--- config.mk ---
export PLATFORM = sky130hd
export DESIGN_NAME = pipe_frame_dispatcher
export DESIGN_NICKNAME = d
export VERILOG_FILES = /design/src/rtl/pipe_frame_pkg.sv /design/src/rtl/pipe_idle_timer.sv /design/src/rtl/pipe_frame_dispatcher.sv
export SDC_FILE = /design/constraint.sdc
export NUM_CORES = 1
export LEC_CHECK = 0
export ABC_AREA = 0
export CAP_MARGIN = 20
export CORE_AREA = 2 2 87 98
export CTS_CLUSTER_SIZE = 30
export DETAILED_ROUTE_END_ITERATION = 10
export DIE_AREA = 0 0 89 100
export MAX_ROUTING_LAYER = met4
export PLACE_DENSITY = 0.78
export SYNTH_ARGS = -nofsm -noshare
export SYNTH_HDL_FRONTEND = slang
export SYNTH_HIERARCHICAL = 1
export SYNTH_SLANG_ARGS = --single-unit
--- constraint.sdc ---
create_clock -name CLK -period 3.8 [get_ports CLK]
set_input_delay 0.57 -clock CLK [delete_from_list [all_inputs] [get_ports CLK]]
set_output_delay 0.57 -clock CLK [all_outputs]
set_load 0.005 [all_outputs]
--- src/rtl/pipe_frame_pkg.sv ---
// Shared types and constants for the pipe frame dispatcher.
// Frame layout: {channel, length} header, then `length` payload bytes.
package pipe_frame_pkg;

  typedef enum logic [1:0] {HDR_CH, HDR_LEN, PAYLOAD, DROP} state_e;

  localparam int unsigned HDR_BYTES = 2;
  localparam int unsigned LEN_W     = 8;

endpackage

--- src/rtl/pipe_idle_timer.sv ---
// Idle-cycle counter: counts enabled cycles and pulses expire on the TIMEOUT-th one.
// A TIMEOUT of zero never expires.
module pipe_idle_timer #(
  parameter int unsigned TIMEOUT = 4096
) (
  input  logic CLK,
  input  logic RST_N,
  input  logic clr,
  input  logic en,
  output logic expire
);

  localparam int unsigned TW = (TIMEOUT > 1) ? $clog2(TIMEOUT) : 1;
  localparam logic [TW-1:0] LAST = TW'(TIMEOUT - 1);

  logic [TW-1:0] cnt_q, cnt_d;

  assign expire = (TIMEOUT != 0) && en && (cnt_q == LAST);

  always_comb begin
    cnt_d = cnt_q;
    if (clr || expire) begin
      cnt_d = '0;
    end else if (en) begin
      cnt_d = cnt_q + 1'b1;
    end
  end

  always_ff @(posedge CLK or negedge RST_N) begin
    if (!RST_N) begin
      cnt_q <= '0;
    end else begin
      cnt_q <= cnt_d;
    end
  end

endmodule

--- src/rtl/pipe_frame_dispatcher.sv ---
// Parses {channel, length, payload...} frames from the byte pipe and steers payload
// bytes to one of NCH consumers through a single-stage output register.
module pipe_frame_dispatcher
  import pipe_frame_pkg::*;
#(
  parameter int unsigned NCH     = 4,
  parameter int unsigned TIMEOUT = 4096,
  parameter int unsigned CNT_W   = 16
) (
  input  logic             CLK,
  input  logic             RST_N,
  input  logic             pipe_rdy,
  input  logic [7:0]       pipe_data,
  output logic             pipe_en,
  output logic [7:0]       out_data,
  output logic [NCH-1:0]   out_valid,
  output logic             out_last,
  input  logic [NCH-1:0]   out_ready,
  output logic             busy,
  output logic [CNT_W-1:0] frame_cnt,
  output logic [CNT_W-1:0] err_cnt
);

  localparam int unsigned CW = (NCH > 1) ? $clog2(NCH) : 1;

  state_e           state_q, state_d;
  logic [LEN_W-1:0] ch_q, ch_d;
  logic [LEN_W-1:0] rem_q, rem_d;
  logic             oreg_v_q;
  logic [7:0]       oreg_data_q;
  logic             oreg_last_q;
  logic [CW-1:0]    ch_o_q;
  logic [CNT_W-1:0] frame_cnt_q, err_cnt_q;

  logic bad, load, frame_inc, err_inc, expire, timer_en, timer_clr;

  // Full 8-bit compare, so any nonzero bit above CW also marks the frame bad.
  assign bad = 32'(ch_q) >= NCH;

  // Gated by RST_N so the pipe is never drained while the block is held in reset.
  always_comb begin
    pipe_en = 1'b0;
    if (RST_N) begin
      if (state_q == PAYLOAD) begin
        pipe_en = pipe_rdy & (~oreg_v_q | out_ready[ch_o_q]);
      end else begin
        pipe_en = pipe_rdy;
      end
    end
  end

  always_comb begin
    state_d   = state_q;
    ch_d      = ch_q;
    rem_d     = rem_q;
    load      = 1'b0;
    frame_inc = 1'b0;
    err_inc   = 1'b0;
    unique case (state_q)
      HDR_CH: begin
        if (pipe_en) begin
          ch_d    = pipe_data;
          state_d = HDR_LEN;
        end
      end
      HDR_LEN: begin
        if (pipe_en) begin
          rem_d = pipe_data;
          if (pipe_data == '0) begin
            err_inc   = bad;
            frame_inc = ~bad;
            state_d   = HDR_CH;
          end else begin
            state_d = bad ? DROP : PAYLOAD;
          end
        end
      end
      PAYLOAD: begin
        if (pipe_en) begin
          load  = 1'b1;
          rem_d = rem_q - 1'b1;
          if (rem_q == LEN_W'(1)) begin
            frame_inc = 1'b1;
            state_d   = HDR_CH;
          end
        end
      end
      DROP: begin
        if (pipe_en) begin
          rem_d = rem_q - 1'b1;
          if (rem_q == LEN_W'(1)) begin
            err_inc = 1'b1;
            state_d = HDR_CH;
          end
        end
      end
      default: state_d = HDR_CH;
    endcase
    if (expire) begin
      err_inc = 1'b1;
      state_d = HDR_CH;
    end
  end

  assign timer_en  = (state_q != HDR_CH) && !pipe_en;
  assign timer_clr = (state_q == HDR_CH) || pipe_en;

  pipe_idle_timer #(
    .TIMEOUT(TIMEOUT)
  ) u_idle_timer (
    .CLK   (CLK),
    .RST_N (RST_N),
    .clr   (timer_clr),
    .en    (timer_en),
    .expire(expire)
  );

  always_ff @(posedge CLK or negedge RST_N) begin
    if (!RST_N) begin
      state_q <= HDR_CH;
      ch_q    <= '0;
      rem_q   <= '0;
    end else begin
      state_q <= state_d;
      ch_q    <= ch_d;
      rem_q   <= rem_d;
    end
  end

  // ch_o is captured with the byte so a following header cannot retarget it.
  always_ff @(posedge CLK or negedge RST_N) begin
    if (!RST_N) begin
      oreg_v_q    <= 1'b0;
      oreg_data_q <= '0;
      oreg_last_q <= 1'b0;
      ch_o_q      <= '0;
    end else if (load) begin
      oreg_v_q    <= 1'b1;
      oreg_data_q <= pipe_data;
      oreg_last_q <= (rem_q == LEN_W'(1));
      ch_o_q      <= ch_q[CW-1:0];
    end else if (oreg_v_q && out_ready[ch_o_q]) begin
      oreg_v_q <= 1'b0;
    end
  end

  always_ff @(posedge CLK or negedge RST_N) begin
    if (!RST_N) begin
      frame_cnt_q <= '0;
      err_cnt_q   <= '0;
    end else begin
      if (frame_inc && (frame_cnt_q != '1)) frame_cnt_q <= frame_cnt_q + 1'b1;
      if (err_inc && (err_cnt_q != '1))     err_cnt_q   <= err_cnt_q + 1'b1;
    end
  end

  assign out_data  = oreg_data_q;
  assign out_last  = oreg_v_q & oreg_last_q;
  assign out_valid = oreg_v_q ? (NCH'(1) << ch_o_q) : '0;
  assign busy      = (state_q != HDR_CH) || oreg_v_q;
  assign frame_cnt = frame_cnt_q;
  assign err_cnt   = err_cnt_q;

endmodule

# After elaboration in Yosys (flattened, before gate mapping)
# Index checks and enable logic that the tools add are counted.
# classes
addsub,4
order_cmp,2
eq_ne,13
shift,1
muxes,31
bitwise_logic,5
n_reduce_logical,19
# ops
op,n
$add A16 B1 Y16 const B,2
$ne A16 B16 Y1 const B,2
$mux W12,2
$mux W8,2
$pmux W8 S2,1
$mux W1,15
$add A12 B1 Y12 const B,1
$eq A12 B12 Y1 const B,1
$mux W2,6
$eq A8 B1 Y1 const B,1
$ge A8 B3 Y1 const B,1
$logic_not A8 Y1,1
$reduce_bool A2 Y1,4
$sub A8 B1 Y8 const B,1
$ne A3 B1 Y1 const B,2
$ne A3 B2 Y1 const B,2
$pmux W2 S3,1
$logic_and A1 B1 Y1,5
$eq A2 B2 Y1 const B,2
$mux W4,1
$pmux W1 S2,2
$reduce_and A4 Y1,1
$shl A1 B2 Y4 const A,1
$logic_or A1 B1 Y1,3
other kinds (13),15
# word_totals
ff_bits,74
output_inout_bits,47
wordCells,85

# Depth between registers and ports, before layout
# logic_depth
word_depth,11
ltp_mapped,14

# Cells and area by module
# The synthesis kept the hierarchy.
# modules_own_cells
mod,instances,cells_each,area_per_inst_um2,seq_area_each_um2
pipe_frame_dispatcher,1,301,3250.6,1551.5
pipe_idle_timer,1,57,603.1,300.3

# Worst setup path after synthesis
# OpenSTA, ideal clock, no wires.
# synth_timing
kind,reg2reg
startpoint,register state_q[0]
endpoint,"register err_cnt_q[1], in the netlist err_cnt[1]"
setup_ps,127
arrival_ps,2845
required_time_ps,3673
path_slack_ps,828
stages_incl_launch_ff,14
n_path_buf,0
synth_period_minus_slack_ps,2972
cell_sequence,dfrtp_1 -> inv_1 -> ha_1 -> and3b_1 -> a221oi_4 -> or2_2 -> inv_1 -> nand4_2 -> nor2_2 -> and3_2 -> a31oi_1 -> a2bb2oi_4 -> nand2_2 -> mux2_1
# synth_between
elab_chain_cells,8
word_cells_on_any_way,14
cone_classes,eq/ne: 3; mux: 6; reduce/logical: 5
# synth_rtl
item,line,source
start: declaration,pipe_frame_dispatcher.sv:26,"state_e state_q, state_d;"
start signal: assignment,pipe_frame_dispatcher.sv:124,state_q <= state_d;
$eq A2 B2 Y1,pipe_frame_dispatcher.sv:44,if (state_q == PAYLOAD) begin
$mux W1,pipe_frame_dispatcher.sv:44,
$mux W1,pipe_frame_dispatcher.sv:43,if (RST_N) begin
net pipe_en,pipe_frame_dispatcher.sv:14,"output logic pipe_en,"
$logic_not A1 Y1,pipe_frame_dispatcher.sv:105,assign timer_en = (state_q != HDR_CH) && !pipe_en;
$logic_and A1 B1 Y1,pipe_frame_dispatcher.sv:105,
net timer_en,pipe_frame_dispatcher.sv:35,"logic bad, load, frame_inc, err_inc, expire, timer_en, timer_clr;"
$logic_and A1 B1 Y1,pipe_idle_timer.sv:18,assign expire = (TIMEOUT != 0) && en && (cnt_q == LAST);
net expire,pipe_frame_dispatcher.sv:35,
$mux W1,pipe_frame_dispatcher.sv:99,if (expire) begin
$logic_and A1 B1 Y1,pipe_frame_dispatcher.sv:153,if (err_inc && (err_cnt_q != '1)) err_cnt_q <= err_cnt_q + 1'b1;
end signal: assignment,pipe_frame_dispatcher.sv:153,
end: declaration,pipe_frame_dispatcher.sv:33,"logic [CNT_W-1:0] frame_cnt_q, err_cnt_q;"
# The timed path passes the listed nets, and every way through them passes these cells.
# A chain may end at the register's enable or synchronous reset.

# Worst setup path after layout
# layout_timing
startpoint,register state_q[0]
endpoint,"register err_cnt_q[10], in the netlist err_cnt[10]"
# layout_between
elab_chain_cells,8
word_cells_on_any_way,14
cone_classes,eq/ne: 3; mux: 6; reduce/logical: 5
# layout_rtl
item,line
$eq A2 B2 Y1,pipe_frame_dispatcher.sv:44
$mux W1,pipe_frame_dispatcher.sv:44
$mux W1,pipe_frame_dispatcher.sv:43
$logic_not A1 Y1,pipe_frame_dispatcher.sv:105
$logic_and A1 B1 Y1 (*),pipe_frame_dispatcher.sv:105
net timer_en,pipe_frame_dispatcher.sv:35
$logic_and A1 B1 Y1 (*),pipe_idle_timer.sv:18
net expire,pipe_frame_dispatcher.sv:35
$mux W1 (*),pipe_frame_dispatcher.sv:99
$logic_and A1 B1 Y1 (*),pipe_frame_dispatcher.sv:153
# The timed path passes the listed nets; every way through them passes the cells marked *.

==> impl.org <==
** Yosys
- The synthesized design contains 0 enable-type register cells.
- Count of distinct cell types in the synthesized netlist :: 59
- Counting every net in the synthesized netlist gives 383.
- After synthesis, the share of flip-flops with an asynchronous set or reset is 1.000.
- For this run, the leading register cell type out of synthesis is sky130_fd_sc_hd__dfrtp_1.
- The synthesized design spends more area on one cell type than any other, namely sky130_fd_sc_hd__dfrtp_1.
- Top post-synthesis cells by area :: sky130_fd_sc_hd__dfrtp_1, sky130_fd_sc_hd__mux2_2, sky130_fd_sc_hd__xnor2_1
- The share of synthesized area in the top cell type comes to 0.4805.
- Number of instances in the synthesized netlist :: 358
- Share of synthesized area occupied by flip-flops and latches :: 0.4805
- The cell area that synthesis handed to floorplanning was 3854 um2.
- In this run the mean area of a mapped cell was 10.76 um2.
- After synthesis the netlist holds a flip-flop and latch count of 74.
- Synth Warn # :: 6

** Power
- Pwr per Cell Area :: 524.3 nW/um2
- Of the total power, the clock network draws 0.239.
- The share of total power dissipated in combinational logic is 0.322.
- Relative contribution of sequential cells to total power :: 0.438
- The internal portion of the total power is 1.675 mW.
- The worst-case IR drop observed on VDD is 227.6 uV.
- Leakage :: 2.068 nW
- Proportion of total power due to net switching :: 0.3296
- For this design the total switching power over the nets is 0.8235 mW.

** Route
- Dividing the detail-routed via count by the number of cells gives 5.557.
- First-pass DRT Iterations :: 4
- Via count of the routed design :: 3001
- In the final routed layout, each cell accounts on average for 15.12 um.
- In the routed design, unresolved DRC markers number 0.
- The routed design has 8166 um of wire.
- Starting DRC count in detailed routing :: 241
- Final ANT Viol Nets :: 0

** Place
- Summed over all nets, the half-perimeter wirelength after detailed placement is 5716 um.
- Routability-driven placement finished with a final weighted congestion of 0.8627.
- The count of buffers added on input and output ports is 61.

** Die
- During I/O placement, the number of pins put on the boundary was 62.
- Chip Width :: 89 um
- CORE AREA :: 8058 um2
- For this configuration, the core starts out at a cell density of 0.4783.
- The initialized floorplan defines 35 standard-cell rows.
- Die Y :: 100 um
- The floorplan step defined a die boundary enclosing 8900 um2.

** Cells and area
- After the last flow step, the layout net total stands at 450.
- Inserted Diodes :: 0
- For this run, the share of the core covered by cells in the final layout is 0.5915.
- Leading cell type in the layout, fill and taps excluded :: sky130_fd_sc_hd__dfrtp_1
- Fill cells :: 693
- The library cells used most frequently in the layout, excluding fill and tap cells, are sky130_fd_sc_hd__dfrtp_1, sky130_fd_sc_hd__clkdlybuf4s50_1, sky130_fd_sc_hd__nor2_1, sky130_fd_sc_hd__nand2_1, sky130_fd_sc_hd__mux2_2.
- From synthesis to final layout, the design area changed by 23.67%.
- Share of cells above drive strength 1 :: 0.1445

** CTS
- The number of clock buffers added by TritonCTS is 9.
- Clock tree synthesis selected as its root buffer the cell sky130_fd_sc_hd__clkbuf_8.
- CTS built an H-tree with a depth of 3.
- Once the clock tree was built, the resizer swapped 0 gates to a different size.
- After clock tree synthesis, the clock-pin slew on the worst setup and hold paths is 80 ps.
- The number of setup buffers added after CTS is 0.
- The number of hold buffers added after CTS was 0.
- TritonCTS clock tree :: done
- The clock net in this run drives a total of 74 sinks.
- Clock insertion delay at the later pin of the skew report :: 340 ps
- Buffer levels on the longest clock path :: 2

** Critical path
- Master of the slowest instance on the critical path :: sky130_fd_sc_hd__dfrtp_1
- Largest fanout of any net on the critical path :: 10
- The largest single stage delay on the critical path is 410 ps.
- Worst Setup Path Type :: flip-flop to flip-flop
- Series of cell instances along the critical path :: inv_1 > ha_1 > and3b_1 > a221oi_4 > or2_2 > inv_1 > nand4_2 > nor2_2 > and3_2 > a31oi_1 > a2bb2oi_4 > buf_4 > nand4_1 > xnor2_1
- Nature of the critical path startpoint :: flip-flop
- Among cell families on the critical path, the largest total delay comes from simple AND/OR/NAND/NOR gates.
- STA classifies the critical path endpoint as a flip-flop.
- Critical path arrival :: 3580 ps
- Worst path required time :: 4030 ps
- CP most frequent cell :: sky130_fd_sc_hd__inv_1
- Together, buffers and inverters on the worst path number 3.

** Timing
- For the pin with the worst max-slew slack, the measured transition is 918.2 ps.
- Setup repair after global routing missed its margin :: false
- Shortest clock period the worst path allows after layout :: 3347 ps
- Share of the cycle needed by the critical path after routing :: 0.8807
- Relative slew slack :: 0.3879
- The number of endpoints with negative hold slack in the final report is 0.
- For the final database, setup skew stands at 8.004 ps.
- Max frequency :: 298.8 MHz
- Setup total negative slack on the finished layout was measured at 0 ps.
- Final hold analysis gives a worst-case slack of 479.6 ps.
- Setup violations remaining at the end of the flow were counted as 0.
- The final number of max-transition violations came to 0.

** Min path
- The path class of the tightest hold or removal check is flip-flop to flip-flop.

** GRT
- The via count of the first global-routing pass was 2939.
- For this run, the total global-route usage over all layers was measured as 0.2051.
- After global routing the overflow that remains totals 0.
- The initial antenna violation count came to 0.
- Pin count of the biggest net entering global routing :: 75
- The first global-routing pass estimated 13990 um of wire.

** Status
- Run status :: completed

** Flow run
- Max Cap Viol :: 0
## cells in the mapped netlist (3+ instances only)
cell / n
sky130_fd_sc_hd__a21oi_1: 8
sky130_fd_sc_hd__a31oi_1: 4
sky130_fd_sc_hd__and2_1: 4
sky130_fd_sc_hd__and3_1: 7
sky130_fd_sc_hd__and4_1: 6
sky130_fd_sc_hd__buf_6: 3
sky130_fd_sc_hd__clkbuf_1: 5
sky130_fd_sc_hd__dfrtp_1: 74
sky130_fd_sc_hd__ha_1: 10
sky130_fd_sc_hd__inv_1: 9
sky130_fd_sc_hd__mux2_2: 20
sky130_fd_sc_hd__mux2i_1: 4
sky130_fd_sc_hd__nand2_1: 22
sky130_fd_sc_hd__nand3_1: 12
sky130_fd_sc_hd__nand4_1: 14
sky130_fd_sc_hd__nor2_1: 34
sky130_fd_sc_hd__nor2b_1: 5
sky130_fd_sc_hd__nor3_1: 16
sky130_fd_sc_hd__nor4_1: 3
sky130_fd_sc_hd__nor4_2: 4
sky130_fd_sc_hd__nor4b_1: 3
sky130_fd_sc_hd__o21ai_0: 12
sky130_fd_sc_hd__xnor2_1: 18
sky130_fd_sc_hd__xor2_1: 17
## cells by family after synthesis
group	synth area share
AO/OA/AOI/OAI	0.08410
XOR/XNOR	0.07954
adder cells (fa/ha/maj)	0.03247
buffers and inverters	0.02695
flip-flops	0.4805
multiplexers	0.07468
AND/OR/NAND/NOR	0.2218
## final timing paths
check | slack [ps] | to | cells after the start | start
worst max-delay path | 450 | err_cnt[10]$_DFFE_PN0P_ | 14 | state_q[0]$_DFFE_PN0P_
worst min-delay path | 480 | oreg_last_q$_DFFE_PN0P_ | 2 | oreg_last_q$_DFFE_PN0P_
worst max register to register | 450 | err_cnt[10]$_DFFE_PN0P_ | 14 | state_q[0]$_DFFE_PN0P_
worst min register to register | 480 | oreg_last_q$_DFFE_PN0P_ | 2 | oreg_last_q$_DFFE_PN0P_
max in group asynchronous | 2710 | u_idle_timer/cnt_q[5]$_DFFE_PN0P_ | 2 | RST_N
min in group asynchronous | 510 | ch_o_q[1]$_DFFE_PN0P_ | 2 | RST_N
## layer usage
metal	GRT usage	vias up	wire, um
met4	0.08840	0	104
met3	0.03618	8	286
li1	-	1426	-
met5	-	-	0
met2	0.3054	72	4005
met1	0.2764	1495	3770
## layout make-up
cell class	count	area [um2]	share of cell area
Clock buffer	10	137.6	0.02888
Clock inverter	5	55.05	0.01155
Inverter	9	33.78	0.007088
Sequential cell	74	1852	0.3886
Tap cell	111	138.9	0.02914
Timing Repair Buffer	67	650.6	0.1365
Multi-Input combinational cell	264	1898	0.3983
## worst reg2reg max path, cell delays in order, from the launching register on
cell	delay [ps]
sky130_fd_sc_hd__dfrtp_1	410
sky130_fd_sc_hd__inv_1	130
sky130_fd_sc_hd__ha_1	280
sky130_fd_sc_hd__and3b_1	240
sky130_fd_sc_hd__a221oi_4	80
sky130_fd_sc_hd__or2_2	340
sky130_fd_sc_hd__inv_1	180
sky130_fd_sc_hd__nand4_2	200
sky130_fd_sc_hd__nor2_2	200
sky130_fd_sc_hd__and3_2	260
sky130_fd_sc_hd__a31oi_1	90
sky130_fd_sc_hd__a2bb2oi_4	330
sky130_fd_sc_hd__buf_4	230
sky130_fd_sc_hd__nand4_1	120
sky130_fd_sc_hd__xnor2_1	160
## registers in the layout, indices dropped and copies added (netlist names)
signal / count
err_cnt: 16
oreg_last_q: 1
frame_cnt: 16
state_q: 2
u_idle_timer/cnt_q: 12
out_data: 8
rem_q: 8
ch_q: 8
ch_o_q: 2
oreg_v_q: 1
## power groups by stage
stage          Sequential (mW)  Combinational, mW  Clock (mW)
3_5_place_dp              1.11              0.805           0
4_1_cts                   1.09              0.807       0.615
2_1_floorplan             1.08              0.538           0
6_report                  1.10              0.806       0.598
5_1_grt                   1.12              0.904       0.647
3_3_place_gp              1.10              0.773           0
## per-stage QoR
step           std cells  setup slack (ps)  power, mW  area (um2)
2_1_floorplan        358             827.7      1.618        3854
3_3_place_gp         525             324.6      1.868        4573
3_5_place_dp         525             233.7      1.912        4573
4_1_cts              540             485.8      2.515        4766
5_1_grt              540             149.5      2.673        4766
6_report             540             453.3      2.499        4766
No activity file was read; power rests on OpenSTA's default activity.
